File: src/rtl/axi4_handshake_monitor_if.sv
// AXI4 five-channel signal bundle for one master/slave link.
// The monitor modport observes every wire and drives none.
interface axi4_handshake_monitor_if #(
  parameter int ID_WIDTH   = 4,
  parameter int ADDR_WIDTH = 32,
  parameter int DATA_WIDTH = 64,
  parameter int STRB_WIDTH = DATA_WIDTH / 8
);
  localparam int INFO_W = ID_WIDTH + ADDR_WIDTH + 28;

  logic                  awvalid;
  logic                  awready;
  logic [INFO_W-1:0]     awinfo;
  logic                  wvalid;
  logic                  wready;
  logic                  wlast;
  logic [DATA_WIDTH-1:0] wdata;
  logic [STRB_WIDTH-1:0] wstrb;
  logic                  bvalid;
  logic                  bready;
  logic [ID_WIDTH-1:0]   bid;
  logic [1:0]            bresp;
  logic                  arvalid;
  logic                  arready;
  logic [INFO_W-1:0]     arinfo;
  logic                  rvalid;
  logic                  rready;
  logic                  rlast;
  logic [ID_WIDTH-1:0]   rid;
  logic [DATA_WIDTH-1:0] rdata;
  logic [1:0]            rresp;

  modport master (
    output awvalid, awinfo, wvalid, wlast, wdata, wstrb,
    output bready, arvalid, arinfo, rready,
    input  awready, wready, bvalid, bid, bresp,
    input  arready, rvalid, rlast, rid, rdata, rresp
  );

  modport slave (
    input  awvalid, awinfo, wvalid, wlast, wdata, wstrb,
    input  bready, arvalid, arinfo, rready,
    output awready, wready, bvalid, bid, bresp,
    output arready, rvalid, rlast, rid, rdata, rresp
  );

  modport monitor (
    input awvalid, awready, awinfo,
    input wvalid, wready, wlast, wdata, wstrb,
    input bvalid, bready, bid, bresp,
    input arvalid, arready, arinfo,
    input rvalid, rready, rlast, rid, rdata, rresp
  );
endinterface

File: src/rtl/axi4_handshake_monitor.sv
// Passive AXI4 observer: per-channel handshake counters and
// sticky VALID/payload stability violation flags.
module axi4_hs_cnt #(
  parameter int CW = 32
) (
  input  logic          aclk,
  input  logic          areset_n,
  input  logic          clr,
  input  logic          inc,
  output logic [CW-1:0] cnt
);
  localparam logic [CW-1:0] ONE = {{(CW-1){1'b0}}, 1'b1};

  always_ff @(posedge aclk or negedge areset_n) begin
    if (!areset_n) begin
      cnt <= '0;
    end else if (clr) begin
      cnt <= '0;
    end else if (inc) begin
      cnt <= cnt + ONE;
    end
  end
endmodule

module axi4_chan_chk #(
  parameter int W = 8
) (
  input  logic         aclk,
  input  logic         areset_n,
  input  logic         clr,
  input  logic         valid,
  input  logic         ready,
  input  logic [W-1:0] payload,
  output logic         viol
);
  logic         pend;
  logic [W-1:0] snap;

  always_ff @(posedge aclk or negedge areset_n) begin
    if (!areset_n) begin
      pend <= 1'b0;
      snap <= '0;
      viol <= 1'b0;
    end else begin
      snap <= payload;
      if (clr) begin
        pend <= 1'b0;
        viol <= 1'b0;
      end else begin
        pend <= valid & ~ready;
        // unknown compare results leave the flag untouched
        if (pend && (!valid || payload != snap)) begin
          viol <= 1'b1;
        end
      end
    end
  end
endmodule

module axi4_handshake_monitor #(
  parameter int ID_WIDTH   = 4,
  parameter int ADDR_WIDTH = 32,
  parameter int DATA_WIDTH = 64,
  parameter int STRB_WIDTH = DATA_WIDTH / 8,
  parameter int CNT_WIDTH  = 32
) (
  input  logic                          aclk,
  input  logic                          areset_n,
  input  logic                          clr,
  axi4_handshake_monitor_if.monitor     bus,
  output logic [CNT_WIDTH-1:0]          aw_count,
  output logic [CNT_WIDTH-1:0]          w_count,
  output logic [CNT_WIDTH-1:0]          w_last_count,
  output logic [CNT_WIDTH-1:0]          b_count,
  output logic [CNT_WIDTH-1:0]          ar_count,
  output logic [CNT_WIDTH-1:0]          r_count,
  output logic [CNT_WIDTH-1:0]          r_last_count,
  output logic [4:0]                    violation
);
  localparam int INFO_W = ID_WIDTH + ADDR_WIDTH + 28;
  localparam int WP_W   = DATA_WIDTH + STRB_WIDTH + 1;
  localparam int BP_W   = ID_WIDTH + 2;
  localparam int RP_W   = ID_WIDTH + DATA_WIDTH + 3;

  logic [6:0]           inc;
  logic [CNT_WIDTH-1:0] cnt [7];

  assign inc = {
    bus.rvalid  & bus.rready & bus.rlast,
    bus.rvalid  & bus.rready,
    bus.arvalid & bus.arready,
    bus.bvalid  & bus.bready,
    bus.wvalid  & bus.wready & bus.wlast,
    bus.wvalid  & bus.wready,
    bus.awvalid & bus.awready
  };

  for (genvar i = 0; i < 7; i++) begin : g_cnt
    axi4_hs_cnt #(.CW(CNT_WIDTH)) u_cnt (
      .aclk     (aclk),
      .areset_n (areset_n),
      .clr      (clr),
      .inc      (inc[i]),
      .cnt      (cnt[i])
    );
  end

  assign aw_count     = cnt[0];
  assign w_count      = cnt[1];
  assign w_last_count = cnt[2];
  assign b_count      = cnt[3];
  assign ar_count     = cnt[4];
  assign r_count      = cnt[5];
  assign r_last_count = cnt[6];

  axi4_chan_chk #(.W(INFO_W)) u_aw (
    .aclk     (aclk),
    .areset_n (areset_n),
    .clr      (clr),
    .valid    (bus.awvalid),
    .ready    (bus.awready),
    .payload  (bus.awinfo),
    .viol     (violation[0])
  );

  axi4_chan_chk #(.W(WP_W)) u_w (
    .aclk     (aclk),
    .areset_n (areset_n),
    .clr      (clr),
    .valid    (bus.wvalid),
    .ready    (bus.wready),
    .payload  ({bus.wdata, bus.wstrb, bus.wlast}),
    .viol     (violation[1])
  );

  axi4_chan_chk #(.W(BP_W)) u_b (
    .aclk     (aclk),
    .areset_n (areset_n),
    .clr      (clr),
    .valid    (bus.bvalid),
    .ready    (bus.bready),
    .payload  ({bus.bid, bus.bresp}),
    .viol     (violation[2])
  );

  axi4_chan_chk #(.W(INFO_W)) u_ar (
    .aclk     (aclk),
    .areset_n (areset_n),
    .clr      (clr),
    .valid    (bus.arvalid),
    .ready    (bus.arready),
    .payload  (bus.arinfo),
    .viol     (violation[3])
  );

  axi4_chan_chk #(.W(RP_W)) u_r (
    .aclk     (aclk),
    .areset_n (areset_n),
    .clr      (clr),
    .valid    (bus.rvalid),
    .ready    (bus.rready),
    .payload  ({bus.rid, bus.rdata, bus.rresp, bus.rlast}),
    .viol     (violation[4])
  );
endmodule

File: src/flat_wrapper.sv
// flat-port wrapper written by rule: the top's interface ports become plain ports
module axi4_handshake_monitor_flat 
#(
  parameter int ID_WIDTH   = 4,
  parameter int ADDR_WIDTH = 32,
  parameter int DATA_WIDTH = 64,
  parameter int STRB_WIDTH = DATA_WIDTH / 8,
  parameter int CNT_WIDTH  = 32
)
  (aclk, areset_n, clr, aw_count, w_count, w_last_count, b_count, ar_count, r_count, r_last_count, violation, bus_awvalid, bus_awready, bus_awinfo, bus_wvalid, bus_wready, bus_wlast, bus_wdata, bus_wstrb, bus_bvalid, bus_bready, bus_bid, bus_bresp, bus_arvalid, bus_arready, bus_arinfo, bus_rvalid, bus_rready, bus_rlast, bus_rid, bus_rdata, bus_rresp);
  axi4_handshake_monitor_if #(.ID_WIDTH(ID_WIDTH), .ADDR_WIDTH(ADDR_WIDTH), .DATA_WIDTH(DATA_WIDTH), .STRB_WIDTH(STRB_WIDTH)) bus_i ();
  input  logic aclk;
  input  logic areset_n;
  input  logic clr;
  output logic [CNT_WIDTH-1:0] aw_count;
  output logic [CNT_WIDTH-1:0] w_count;
  output logic [CNT_WIDTH-1:0] w_last_count;
  output logic [CNT_WIDTH-1:0] b_count;
  output logic [CNT_WIDTH-1:0] ar_count;
  output logic [CNT_WIDTH-1:0] r_count;
  output logic [CNT_WIDTH-1:0] r_last_count;
  output logic [4:0] violation;
  input wire logic [$bits(bus_i.awvalid)-1:0] bus_awvalid;
  input wire logic [$bits(bus_i.awready)-1:0] bus_awready;
  input wire logic [$bits(bus_i.awinfo)-1:0] bus_awinfo;
  input wire logic [$bits(bus_i.wvalid)-1:0] bus_wvalid;
  input wire logic [$bits(bus_i.wready)-1:0] bus_wready;
  input wire logic [$bits(bus_i.wlast)-1:0] bus_wlast;
  input wire logic [$bits(bus_i.wdata)-1:0] bus_wdata;
  input wire logic [$bits(bus_i.wstrb)-1:0] bus_wstrb;
  input wire logic [$bits(bus_i.bvalid)-1:0] bus_bvalid;
  input wire logic [$bits(bus_i.bready)-1:0] bus_bready;
  input wire logic [$bits(bus_i.bid)-1:0] bus_bid;
  input wire logic [$bits(bus_i.bresp)-1:0] bus_bresp;
  input wire logic [$bits(bus_i.arvalid)-1:0] bus_arvalid;
  input wire logic [$bits(bus_i.arready)-1:0] bus_arready;
  input wire logic [$bits(bus_i.arinfo)-1:0] bus_arinfo;
  input wire logic [$bits(bus_i.rvalid)-1:0] bus_rvalid;
  input wire logic [$bits(bus_i.rready)-1:0] bus_rready;
  input wire logic [$bits(bus_i.rlast)-1:0] bus_rlast;
  input wire logic [$bits(bus_i.rid)-1:0] bus_rid;
  input wire logic [$bits(bus_i.rdata)-1:0] bus_rdata;
  input wire logic [$bits(bus_i.rresp)-1:0] bus_rresp;
  assign bus_i.awvalid = bus_awvalid;
  assign bus_i.awready = bus_awready;
  assign bus_i.awinfo = bus_awinfo;
  assign bus_i.wvalid = bus_wvalid;
  assign bus_i.wready = bus_wready;
  assign bus_i.wlast = bus_wlast;
  assign bus_i.wdata = bus_wdata;
  assign bus_i.wstrb = bus_wstrb;
  assign bus_i.bvalid = bus_bvalid;
  assign bus_i.bready = bus_bready;
  assign bus_i.bid = bus_bid;
  assign bus_i.bresp = bus_bresp;
  assign bus_i.arvalid = bus_arvalid;
  assign bus_i.arready = bus_arready;
  assign bus_i.arinfo = bus_arinfo;
  assign bus_i.rvalid = bus_rvalid;
  assign bus_i.rready = bus_rready;
  assign bus_i.rlast = bus_rlast;
  assign bus_i.rid = bus_rid;
  assign bus_i.rdata = bus_rdata;
  assign bus_i.rresp = bus_rresp;
  axi4_handshake_monitor #(.ID_WIDTH(ID_WIDTH), .ADDR_WIDTH(ADDR_WIDTH), .DATA_WIDTH(DATA_WIDTH), .STRB_WIDTH(STRB_WIDTH), .CNT_WIDTH(CNT_WIDTH)) u_core (.aclk(aclk), .areset_n(areset_n), .clr(clr), .bus(bus_i), .aw_count(aw_count), .w_count(w_count), .w_last_count(w_last_count), .b_count(b_count), .ar_count(ar_count), .r_count(r_count), .r_last_count(r_last_count), .violation(violation));
endmodule
File: config.mk
export PLATFORM = sky130hd
export DESIGN_NAME = axi4_handshake_monitor_flat
export DESIGN_NICKNAME = d
export VERILOG_FILES = /design/src/rtl/axi4_handshake_monitor_if.sv /design/src/rtl/axi4_handshake_monitor.sv /design/src/flat_wrapper.sv
export SDC_FILE = /design/constraint.sdc
export NUM_CORES = 1
export LEC_CHECK = 0
export CORE_ASPECT_RATIO = 1.25
export CORE_MARGIN = 4
export CORE_UTILIZATION = 51
export DETAILED_ROUTE_END_ITERATION = 16
export HOLD_SLACK_MARGIN = 0.02
export PLACE_DENSITY = 0.82
export SETUP_SLACK_MARGIN = 0.02
export SYNTH_ARGS = -nofsm -noshare
export SYNTH_HDL_FRONTEND = slang
export SYNTH_SLANG_ARGS = --single-unit
File: constraint.sdc
create_clock -name aclk -period 3.8 [get_ports aclk]
set_input_delay 0.95 -clock aclk [delete_from_list [all_inputs] [get_ports aclk]]
set_output_delay 0.95 -clock aclk [all_outputs]
set_load 0.05 [all_outputs]
# Word-level counts from Yosys, hierarchy flattened
# Index checks and enable logic that the tools add are counted.
# Widths: inputs -> output; s select.
classes:
  n_eq_ne: 5
  n_bitwise: 17
  mux: 29
  n_addsub: 7
  reduce_logical: 27
ops:
  columns: ["op", "count"]
  rows:
  - ["$mux 32", 14]
  - ["$add 32x1->32 const B", 7]
  - ["$ne 64x64->1", 2]
  - ["$ne 73x73->1", 1]
  - ["$ne 71x71->1", 1]
  - ["$reduce_bool 2->1", 12]
  - ["$mux 1", 15]
  - ["$and 1x1->1", 12]
  - ["$ne 6x6->1", 1]
  - ["$logic_and 1x1->1", 5]
  - ["$logic_not 1->1", 5]
  - ["$logic_or 1x1->1", 5]
  - ["$not 1->1", 5]
word_totals:
  regBits: 512
  in_bits: 291
  word_cells: 107
  output_inout_bits: 229

# Longest topological paths before layout
depth:
  depth_word: 5
  mapped_depth: 7
  mapped_depth_nobuf: 6

# Modules after synthesis
# A second synthesis with hierarchy kept.
hier_totals:
  hier_cells: 1994
  area_unflattened_um2: 22434.0
by_module_without_submodules:
  columns: ["module", "cells_per_inst", "area_each_um2", "instances"]
  rows:
  - ["axi4_hs_cnt", 176, 1680.4, 7]
  - ["axi4_chan_chk (u_core.u_ar ...)", 166, 2398.6, 2]
  - ["axi4_chan_chk (u_core.u_w)", 200, 2782.7, 1]
  - ["axi4_chan_chk (u_core.u_r)", 203, 2758.9, 1]
  - ["axi4_chan_chk (u_core.u_b)", 20, 289.0, 1]
  - ["axi4_handshake_monitor", 7, 43.8, 1]

# Worst setup path after synthesis
# OpenSTA, ideal clock, no wires.
synth_timing:
  path_kind: "input port to flip-flop"
  from: "input port bus_wvalid"
  to: "register u_core.g_cnt[2].u_cnt.cnt[31]"
  setup_slack_ns: 1.358
  setup_ns: 0.078
  arrival_time_ns: 2.364
  t_required_ns: 3.722
  path_stages: 6
  path_cell_list: "buf_2 -> nand4_1 -> nor3_1 -> nand4_1 -> or3_1 -> a21oi_1"
synth_between:
  elab_chain_cells: 3
synth_rtl:
  columns: ["element", "line", "rtl"]
  rows:
  - ["start: declaration", "flat_wrapper.sv:26", "input wire logic [$bits(bus_i.wvalid)-1:0] bus_wvalid;"]
  - ["$and 1x1->1 (2 in a row)", "axi4_handshake_monitor.sv:93", "bus.wvalid & bus.wready & bus.wlast,"]
  - ["$reduce_bool 2->1 (no source line)", null, null]
  - ["end signal: assignment", "axi4_handshake_monitor.sv:20", "cnt <= cnt + ONE;"]
  - ["end: declaration", "axi4_handshake_monitor.sv:10", "output logic [CW-1:0] cnt"]
# No other way between the ends.
# A chain may end at the register's enable or synchronous reset.

# Worst setup path after layout
layout_timing:
  from: "register u_core.g_cnt[0].u_cnt.cnt[9]"
  to: "output port aw_count[9]"
layout_rtl:
  columns: ["element", "line", "rtl"]
  rows:
  - ["start: declaration", "axi4_handshake_monitor.sv:10", null]
  - ["start signal: assignment", "axi4_handshake_monitor.sv:20", null]
  - ["end: declaration", "flat_wrapper.sv:15", "output logic [CNT_WIDTH-1:0] aw_count;"]
# No word-level cell between the ends.

==> results.tsv <==
stage	metric	value	unit
place	DP HPWL	44.8	mm
power	Switching Share	22.7	%
routing	Residual DRC	0	
timing	slew margin rel.	25.2	%
synth	syn_nets	2193	
worst_setup_path	Startpoint Class	flip-flop	
routing	routed vias/inst	5.39	
timing	Tcrit/Tclk final	80.0	%
flow_run	max-cap violations	0	
synth	area fraction in compound gates after synthesis	2.78	%
synth	asr flop ratio synth	100	%
synth	Post-Synth XOR/XNOR Area	16.6	%
timing	total negative slack	0	ns
timing	Slew Limit Fails	0	
synth	syn avg cell area	11.4	um^2
global_routing	GRT Total Usage	25.8	%
power	combinational power share	7.8	%
synth	largest area contributor in the netlist	dfrtp_1	
cts	Clk Latency, worst-skew pair	0.58	ns
floorplan	die area	0.0459	mm^2
synth	Seq/Total Area, Yosys	59.1	%
worst_setup_path	R2R Path End	u_core.g_cnt[0].u_cnt.cnt[31]	
power	Peak VDD IR	0.401	mV
worst_setup_path	crit-path cells	clkdlybuf4s50_1	
worst_setup_path	crit end category	output pin	
worst_setup_path	R2R cell count	5	
worst_setup_path	crit-path leading delay family	buffers and inverters	
timing	FMAX	0.329	GHz
routing	ANT nets after route	0	
floorplan	Chip Height	239	um
floorplan	Chip Width	192	um
power	Clock power frac	43.9	%
synth	Mapped Area	0.0217	mm^2
power	internal power	0.00913	W
min_path	worst hold path type	in -> async	
cts	Reg clk slew, reported paths	0.06	ns
cells_and_area	share of cells above drive strength 1	5.32	%
synth	largest family of logic cells by synthesized area	simple AND/OR/NAND/NOR gates	
worst_setup_path	Worst Setup SP	u_core.g_cnt[0].u_cnt.cnt[9]	
synth	register bit total from synthesis	512	
place	Placed Cells	2944	
place	GP Congestion	0.928	
cts	# hold bufs at CTS	0	
global_routing	vias in the first global route	17400	
synth	Synth cell types	53	
worst_setup_path	R2R setup slack	1.49	ns
routing	DRT Pass-1 Iters	5	
routing	WL/cell	20.0	um
place	IO buf count	519	
worst_setup_path	Worst R2R Start	u_core.g_cnt[0].u_cnt.cnt[10]	
floorplan	core area	0.0420	mm^2
routing	Vias	16400	
synth	top-count cell post-synth	dfrtp_1	
synth	area share of fa/ha/maj cells after synthesis	0.404	%
worst_setup_path	kind of critical path	reg -> out	
worst_setup_path	critical path's slowest cell	clkdlybuf4s50_1	
routing	Routed WL	61.0	mm
global_routing	largest net degree at the start of global routing	166	
floorplan	I/O pin total	520	
timing	Final setup violation count	0	
worst_setup_path	Worst Path Required	2.85	ns
power	P per Cell Area	402	mW/mm^2
floorplan	row count	84	
timing	RSZ-0062 raised after global routing	no	
place	worst slack at placement	0.498	ns
timing	Final WS setup	0.759	ns
cts	Post-CTS Resized	0	
cts	Setup Buffers After CTS	0	
cts	Clock Tree Root	clkbuf_16	
timing	WHS	0.333	ns
cells_and_area	Area Overhead vs Synth	35.5	%
worst_setup_path	Largest stage delay, worst path	0.96	ns
synth	mux share of post-synthesis cell area	0.398	%
cells_and_area	Non-Filler Instances	3046	
cts	TritonCTS clock tree	done	
synth	Primary FF master, synth	dfrtp_1	
global_routing	initial antenna violation count	8	
timing	Slew @ Worst Pin	1.12	ns
worst_setup_path	Worst Path Max Fanout	10	
timing	Final Hold Fails	0	
cts	CTS sink cnt	512	
synth	ranking of synthesized cells by area	dfrtp_1, xor2_1, nor2_1	
cts	TritonCTS buffer count	51	
cts	Max Root-Sink Buffers	3	
global_routing	first-pass GRT wire length	94.1	mm
synth	synthesized instance count	1895	
floorplan	Starting Density	51.6	%
synth	simple-gate portion of the synthesized area	18.6	%
synth	YS warnings	0	
timing	worst clock skew	0.0224	ns
cells_and_area	post-layout util	69.9	%
power	Seq pwr share	48.3	%
timing	min Tclk post-route	3.04	ns
power	NetSw	0.00268	W
cts	H-tree level count	2	
status	status	finished clean	
routing	initial detailed-routing violation count	862	
synth	top cells by count, synth	dfrtp_1, xor2_1, nor2_1, nand4_1, nand3_1	
synth	EDFF count, synth	0	
power	LEAKAGE	12.5	nW
worst_setup_path	WP data arrival	2.09	ns
worst_setup_path	Buf+Inv Stages, Crit Path	1	
global_routing	GRT Residual Overflow	0	
synth	Synth top area share	59.1	%
cells_and_area	nets	2736	
state kept, by name (all words and copies together) (netlist names), 6 cells and up:
| signal | flops |
|---|---|
| u_core.u_ar.snap | 64 |
| u_core.u_r.snap | 71 |
| u_core.u_aw.snap | 64 |
| u_core.g_cnt.u_cnt.cnt | 224 |
| u_core.u_w.snap | 73 |
| u_core.u_b.snap | 6 |
worst reg2reg max path, cell delays in order (launching register included):
cell	delay, ns
dfrtp_1	0.48
nand4_1	0.28
nor4_2	0.82
nand4_1	0.28
xor2_1	0.23
nor2_1	0.06
worst max-delay path by stage:
| stage | to | slack [ns] | cells after the start |
|---|---|---|---|
| 5_1_grt | aw_count[9] | 0.67 | 1 |
| 2_1_floorplan | u_core.g_cnt[2].u_cnt.cnt[31] | 1.36 | 6 |
| 4_1_cts | aw_count[9] | 0.72 | 1 |
| 3_5_place_dp | u_core.g_cnt[2].u_cnt.cnt[31] | 0.50 | 7 |
| 3_3_place_gp | u_core.g_cnt[2].u_cnt.cnt[31] | 0.58 | 7 |
| 6_report | aw_count[9] | 0.76 | 1 |
placed cells by master (no fill, tap or decap), types with 5 or more instances in the layout:
cell	count
clkbuf_8	17
buf_12	6
or4_1	11
nor2b_1	35
and3_1	35
a21oi_1	24
clkdlybuf4s50_1	517
dfrtp_1	512
inv_1	62
clkbuf_1	8
clkinv_2	10
xor2_1	338
xnor2_1	74
nor3_1	21
diode_2	8
mux2_2	5
nand4_1	106
and4_1	25
a22oi_1	5
nor4_1	62
ha_1	7
a2111oi_0	7
o22ai_1	11
o21ai_0	19
nor3b_1	5
and2_1	14
nand2_1	77
nor2_1	234
buf_4	14
clkbuf_16	51
or2_2	6
nand2b_1	11
nand3_1	80
or3_1	15
stage by stage:
stage / instance area [um^2] / power [W]
after floorplan: 21700 / 0.00611
after global placement: 27600 / 0.00669
after detailed placement: 27600 / 0.00673
after CTS: 29300 / 0.0119
after global routing: 29400 / 0.0122
final: 29400 / 0.0118
per-layer routing:
metal | part of all wire (%) | GRT usage (%) | up-vias
met5 | 0 | 0 | -
met4 | 4.7 | 12.0 | 0
met3 | 8.9 | 8.11 | 156
met2 | 51 | 45.0 | 604
met1 | 35 | 28.8 | 8100
li1 | - | - | 7572
logic make-up (layout without fill, tap and decap cells):
| family | Yosys count | after routing |
|---|---|---|
| other | 0 | 8 |
| AO/OA/AOI/OAI | 90 | 90 |
| adder cells (fa/ha/maj) | 7 | 7 |
| buffers and inverters | 111 | 695 |
| XOR/XNOR | 412 | 412 |
| flip-flops | 512 | 512 |
| multiplexers | 8 | 8 |
| AND/OR/NAND/NOR | 755 | 755 |
power by group through the flow:
stage	Clock, W	Sequential, W	Combinational (W)
floorplan	0	0.00581	0.000301
global placement	0	0.00579	0.000899
detailed placement	0	0.00580	0.000927
CTS	0.00527	0.00570	0.000939
global route	0.00552	0.00571	0.00101
finish	0.00518	0.00570	0.000927
cell type report:
cell class,instances,area [um^2]
clock inverters,19,226
multi-input cells,1272,8420
inverters,62,233
well taps,559,699
diodes,8,20.0
flip-flops and latches,512,12800
repair buffers,539,5430
fillers,2936,12700
clock buffers,75,1530
Note: power is estimated with default switching activity, not from simulation.
